### src/rtl/backtrack_unit.sv
// rtl/backtrack_unit.sv - conflict backtrack sequencer over the trace table and assignment memory
module backtrack_unit #(
    parameter int VAR_W    = 9,
    parameter int WAIT_MAX = 15
) (
    input  logic             clk,
    input  logic             reset,
    input  logic             start,
    output logic             busy,
    output logic             done,
    output logic             unsat,
    output logic             timeout,
    output logic             tt_pop,
    output logic             tt_push,
    output logic             tt_type,
    output logic             tt_val,
    output logic [VAR_W-1:0] tt_var,
    input  logic             tt_done,
    input  logic             tt_empty,
    input  logic             tt_type_out,
    input  logic             tt_val_out,
    input  logic [VAR_W-1:0] tt_var_out,
    output logic             va_we,
    output logic [VAR_W-1:0] va_var,
    output logic [1:0]       va_state,
    output logic             flip_valid,
    output logic [VAR_W-1:0] flip_var,
    output logic             flip_val,
    output logic [9:0]       pop_count
);

    localparam int CNT_W = $clog2(WAIT_MAX + 1);

    typedef enum logic [2:0] {
        IDLE, POP_REQ, POP_WAIT, UNASSIGN, PUSH_FLIP, FINISH
    } state_t;

    state_t             state_q, state_d;
    logic [CNT_W-1:0]   wait_q, wait_d;
    logic               cap_type_q, cap_type_d;
    logic               cap_val_q, cap_val_d;
    logic [VAR_W-1:0]   cap_var_q, cap_var_d;
    logic [9:0]         pop_cnt_q, pop_cnt_d;
    logic               unsat_q, unsat_d;
    logic               timeout_q, timeout_d;

    always_ff @(posedge clk) begin
        if (!reset) begin
            state_q    <= IDLE;
            wait_q     <= '0;
            cap_type_q <= 1'b0;
            cap_val_q  <= 1'b0;
            cap_var_q  <= '0;
            pop_cnt_q  <= '0;
            unsat_q    <= 1'b0;
            timeout_q  <= 1'b0;
        end else begin
            state_q    <= state_d;
            wait_q     <= wait_d;
            cap_type_q <= cap_type_d;
            cap_val_q  <= cap_val_d;
            cap_var_q  <= cap_var_d;
            pop_cnt_q  <= pop_cnt_d;
            unsat_q    <= unsat_d;
            timeout_q  <= timeout_d;
        end
    end

    always_comb begin
        state_d    = state_q;
        wait_d     = wait_q;
        cap_type_d = cap_type_q;
        cap_val_d  = cap_val_q;
        cap_var_d  = cap_var_q;
        pop_cnt_d  = pop_cnt_q;
        unsat_d    = unsat_q;
        timeout_d  = timeout_q;
        case (state_q)
            IDLE: begin
                if (start) begin
                    state_d   = POP_REQ;
                    pop_cnt_d = '0;
                    unsat_d   = 1'b0;
                    timeout_d = 1'b0;
                end
            end
            POP_REQ: begin
                state_d = POP_WAIT;
                wait_d  = '0;
            end
            POP_WAIT: begin
                if (tt_done) begin
                    if (tt_empty) begin
                        state_d = FINISH;
                        unsat_d = 1'b1;
                    end else begin
                        state_d    = UNASSIGN;
                        cap_type_d = tt_type_out;
                        cap_val_d  = tt_val_out;
                        cap_var_d  = tt_var_out;
                        if (pop_cnt_q != 10'd1023)
                            pop_cnt_d = pop_cnt_q + 10'd1;
                    end
                end else if (wait_q == CNT_W'(WAIT_MAX - 1)) begin
                    state_d   = FINISH;
                    timeout_d = 1'b1;
                end else begin
                    wait_d = wait_q + CNT_W'(1);
                end
            end
            // Forced entries keep unwinding; the first decision found is the one to flip.
            UNASSIGN:  state_d = cap_type_q ? POP_REQ : PUSH_FLIP;
            PUSH_FLIP: state_d = FINISH;
            FINISH:    state_d = IDLE;
            default:   state_d = IDLE;
        endcase
    end

    always_comb begin
        busy       = 1'b0;
        done       = 1'b0;
        unsat      = 1'b0;
        timeout    = 1'b0;
        pop_count  = '0;
        tt_pop     = 1'b0;
        tt_push    = 1'b0;
        tt_type    = 1'b0;
        tt_val     = 1'b0;
        tt_var     = '0;
        va_we      = 1'b0;
        va_var     = '0;
        va_state   = 2'b00;
        flip_valid = 1'b0;
        flip_var   = '0;
        flip_val   = 1'b0;
        // Outputs are masked while reset is low so an abort never leaks a strobe.
        if (reset) begin
            unsat     = unsat_q;
            timeout   = timeout_q;
            pop_count = pop_cnt_q;
            busy      = (state_q != IDLE) && (state_q != FINISH);
            case (state_q)
                POP_REQ:  tt_pop = 1'b1;
                UNASSIGN: begin
                    va_we  = 1'b1;
                    va_var = cap_var_q;
                end
                PUSH_FLIP: begin
                    tt_push    = 1'b1;
                    tt_type    = 1'b1;
                    tt_val     = ~cap_val_q;
                    tt_var     = cap_var_q;
                    va_we      = 1'b1;
                    va_var     = cap_var_q;
                    va_state   = cap_val_q ? 2'b01 : 2'b10;
                    flip_valid = 1'b1;
                    flip_var   = cap_var_q;
                    flip_val   = ~cap_val_q;
                end
                FINISH:   done = 1'b1;
                default:  ;
            endcase
        end
    end

endmodule

### config.mk
export PLATFORM = sky130hd
export DESIGN_NAME = backtrack_unit
export DESIGN_NICKNAME = d
export VERILOG_FILES = /design/src/rtl/backtrack_unit.sv
export SDC_FILE = /design/constraint.sdc
export NUM_CORES = 1
export LEC_CHECK = 0
export CAP_MARGIN = 0
export CORE_ASPECT_RATIO = 1.2
export CORE_MARGIN = 10
export CORE_UTILIZATION = 30
export CTS_BUF_LIST = sky130_fd_sc_hd__clkbuf_8
export DETAILED_ROUTE_END_ITERATION = 10
export SLEW_MARGIN = 10
export SYNTH_ARGS = -nofsm -noshare
export SYNTH_HDL_FRONTEND = slang
export SYNTH_SLANG_ARGS = --single-unit
### constraint.sdc
create_clock -name clk -period 4.8 [get_ports clk]
set_clock_uncertainty 0.15 [all_clocks]
set_input_delay 1.2 -clock clk [delete_from_list [all_inputs] [get_ports clk]]
set_output_delay 1.2 -clock clk [all_outputs]
set_load 0.01 [all_outputs]
==> out/results.ini, run 1 <==
[status]
outcome=finished clean

[layout]
area_delta_synth_final_pct=34.92
num_antenna_cells=0
instances_no_fill=380
finish.instance_area_mm2=0.002630
drive_gt1_share_pct=5.424
nFillCells=655
fin_nets=313

[placed_design]
dp_hpwl_um=4203
place_congestion=0.8109
place_area_mm2=0.002539
port-buffer-count=65
dp.cells=372

[yosys]
ys_seq_elements=30
synth-seq-area-share_pct=30.81
yosys_warnings=0
syn_inst=249
synth_compound_area_share_pct=20.99
synth_area_mm2=0.001949
yosys.area_share.adder_pct=1.926
synthArstFlopShare_pct=0
synth_mux_area_share_pct=1.091
synth_edf_count=0
synth_nets=268
ys.flop_type=dfxtp_1
yosysUniqueCellTypes=48
synth_xor_area_share_pct=0
synth_top_family_by_area=simple AND/OR/NAND/NOR gates
syn-mean-instance-area_um2=7.829
synth-simple-area-share_pct=34.47

[pwr]
power.share.clock_pct=29.4
p_seq_share_pct=41.1
ir_drop_uv=119.2
p_leak_nw=0.9031
switching_share_pct=35.23
pwr-share-comb_pct=29.5
p_total_mw=0.7264
p_int_mw=0.4705
p_sw_mw=0.2559
p_per_area_mw_per_mm2=276.2

[sta]
finalCritPeriodShare_pct=92.02
fin_crit_ns=4.417
finalSetupViolCount=0
rsz0062_at_grt=false
fmax_mhz=226.4
worstMarginPinSlew_ns=1.188
hold_violations=0
finalSetupTns_ns=0
maxSlewViolCount=0
fin_hold_ws_ns=0.3161
slew_headroom_pct=20.18

[run]
max_cap_viol_count=0

[setup_path]
worstSetupStartpointType=input pin
crit_buf_inv=4
endpoint_kind=output pin
path_cells=clkdlybuf4s50_1, clkinv_1, buf_4, nor4b_1, clkdlybuf4s50_1
critPathMaxFanout=21
worstPathRequired_ns=3.45
critPathMostFrequentCell=clkdlybuf4s50_1
cpLargestDelayFamily=buffers and inverters
critPathKind=input pin to output pin
arrival_ns=3.07
crit_path_max_incr_delay_ns=0.60
crit_slowest_cell=clkdlybuf4s50_1

[die]
io_pins=66
core_area_mm2=0.006366
die_w_um=93.59
placementRows=32
initial_core_util_pct=30.62
die_area_mm2=0.01014
die_height_um=108.3

[grt]
grt_max_degree=23
grt_pass1_vias=1843
overflow=0
grt_pass1_wl_um=9232
antenna_found_initial=0
grt_usage_pct=11.13

[clock_network]
clockBufferDepth=2
htreeDepth=2
clk_pin_slew_ns=0.06
clk_latency_ns=0.28
cts_setup_buffers=0
cts_resized=0
cts_tree=done
root_buffer=clkbuf_8
numClockSinks=30
cts_hold_buf=0
cts_buffers=5

[detailed_routing]
wl_per_cell_um=15.06
wirelength_um=5723
routed_via_density=5.047
drcViolationCount=0
initialDrtViolationCount=104
first_pass_iters=4
postRouteAntennaNets=0
route.vias.total=1918

[worst_hold_path]
hold_path.class=flop to flop

synthesized netlist by cell type (2+ instances only):
master	number	share of area (%)
nand2b_1	8	2.6
inv_1	2	0.39
o21ai_0	4	1.0
ha_1	3	1.9
o211ai_1	3	1.2
o31ai_1	11	4.2
and2_1	32	10
or3_1	2	0.64
and4_1	3	1.3
buf_6	3	1.7
a211oi_1	3	1.2
nor3_1	2	0.51
buf_2	5	1.3
nand3_1	8	2.1
a21oi_1	18	4.6
dfxtp_1	30	31
nand4_1	7	2.2
buf_4	14	5.4
a31oi_1	5	1.6
and3_1	3	0.96
nand3b_1	2	0.77
nand2_1	35	6.7
clkbuf_1	9	1.7
nor2_1	9	1.7
o41ai_1	2	0.90
a41oi_1	2	0.90
nor2b_1	3	0.96
cells by family after synthesis:
| group | after synthesis |
|---|---|
| buffers and inverters | 34 |
| AO/OA/AOI/OAI | 59 |
| adder cells (fa/ha/maj) | 3 |
| flip-flops | 30 |
| AND/OR/NAND/NOR | 121 |
| multiplexers | 2 |
worst paths after layout:
path,startpoint,to,slack (ns),depth (start not counted)
worst max-delay path,reset,tt_pop,0.38,5
worst min-delay path,cap_var_q[2],cap_var_q[2],0.32,2
worst max register to register,pop_cnt_q[0],pop_cnt_q[0],2.30,5
worst min register to register,cap_var_q[2],cap_var_q[2],0.32,2
worst reg2reg max path, delay by kind of cell (launching register included):
| kind | cells | cell delay, ns |
|---|---|---|
| AOI/OAI and AO/OA | 2 | 0.39 |
| adders and majority gates | 1 | 0.27 |
| DFF | 1 | 0.40 |
| and+or+nand+nor | 2 | 1.22 |
registers in the layout, indices dropped and copies added (netlist names):
register / cells
state_q: 3
timeout_q: 1
cap_var_q: 9
unsat_q: 1
cap_type_q: 1
pop_cnt_q: 10
wait_q: 4
cap_val_q: 1
metrics by stage:
| stage | worst slack, ns | util (%) |
|---|---|---|
| after floorplan | 1.085 | - |
| after global placement | 0.4104 | 39.88 |
| after detailed placement | 0.3556 | 39.88 |
| after CTS | 0.3245 | 41.31 |
| after global routing | 0.2474 | 41.31 |
| final | 0.3831 | 41.31 |
layout make-up:
class / count / area, µm² / area share [%]
multi-input combinational: 185 / 1140 / 43.34
timing repair buffer: 69 / 680.7 / 25.88
sequential: 30 / 600.6 / 22.84
tap: 85 / 106.4 / 4.044
clock buffer: 6 / 82.58 / 3.140
inverter: 3 / 11.26 / 0.4282
clock inverter: 2 / 8.758 / 0.3330
metal layers:
metal	part of all wire, %	track usage, %	vias to the layer above	routed length (µm)
li1	-	-	961	-
met4	1.7	4.348	0	96
met5	0	0	-	0
met2	43	17.23	64	2471
met1	45	13.75	887	2598
met3	9.7	4.022	6	556
cells in the final DEF (no fill, tap or decap), types with 2 or more instances in the layout:
cell type	n
a31oi_1	5
nand3b_1	2
nand2b_1	8
and4_1	3
nor2b_1	3
o21ai_0	4
and3_1	3
nand4_1	7
a21oi_1	18
buf_4	4
a41oi_1	2
o41ai_1	2
ha_1	3
nand3_1	8
a211oi_1	3
and2_1	32
or3_1	2
o31ai_1	11
nor3_1	2
inv_1	3
nor2_1	9
clkbuf_8	6
clkdlybuf4s50_1	65
nand2_1	35
o211ai_1	3
dfxtp_1	30
power groups by stage:
stage / Combinational [mW] / Sequential [mW] / Clock [mW]
2_1_floorplan: 0.182 / 0.277 / 0
3_3_place_gp: 0.216 / 0.303 / 0
3_5_place_dp: 0.216 / 0.304 / 0
4_1_cts: 0.217 / 0.298 / 0.222
5_1_grt: 0.240 / 0.303 / 0.231
6_report: 0.214 / 0.299 / 0.213
No activity file was read; power rests on OpenSTA's default activity.
==> run 2, diff against run 1 <==
Settings changed: ABC_CLOCK_PERIOD_IN_PS set to 4800.
==> results of run 2 <==
Final layout, timing and power as in run 1 (identical DEF).
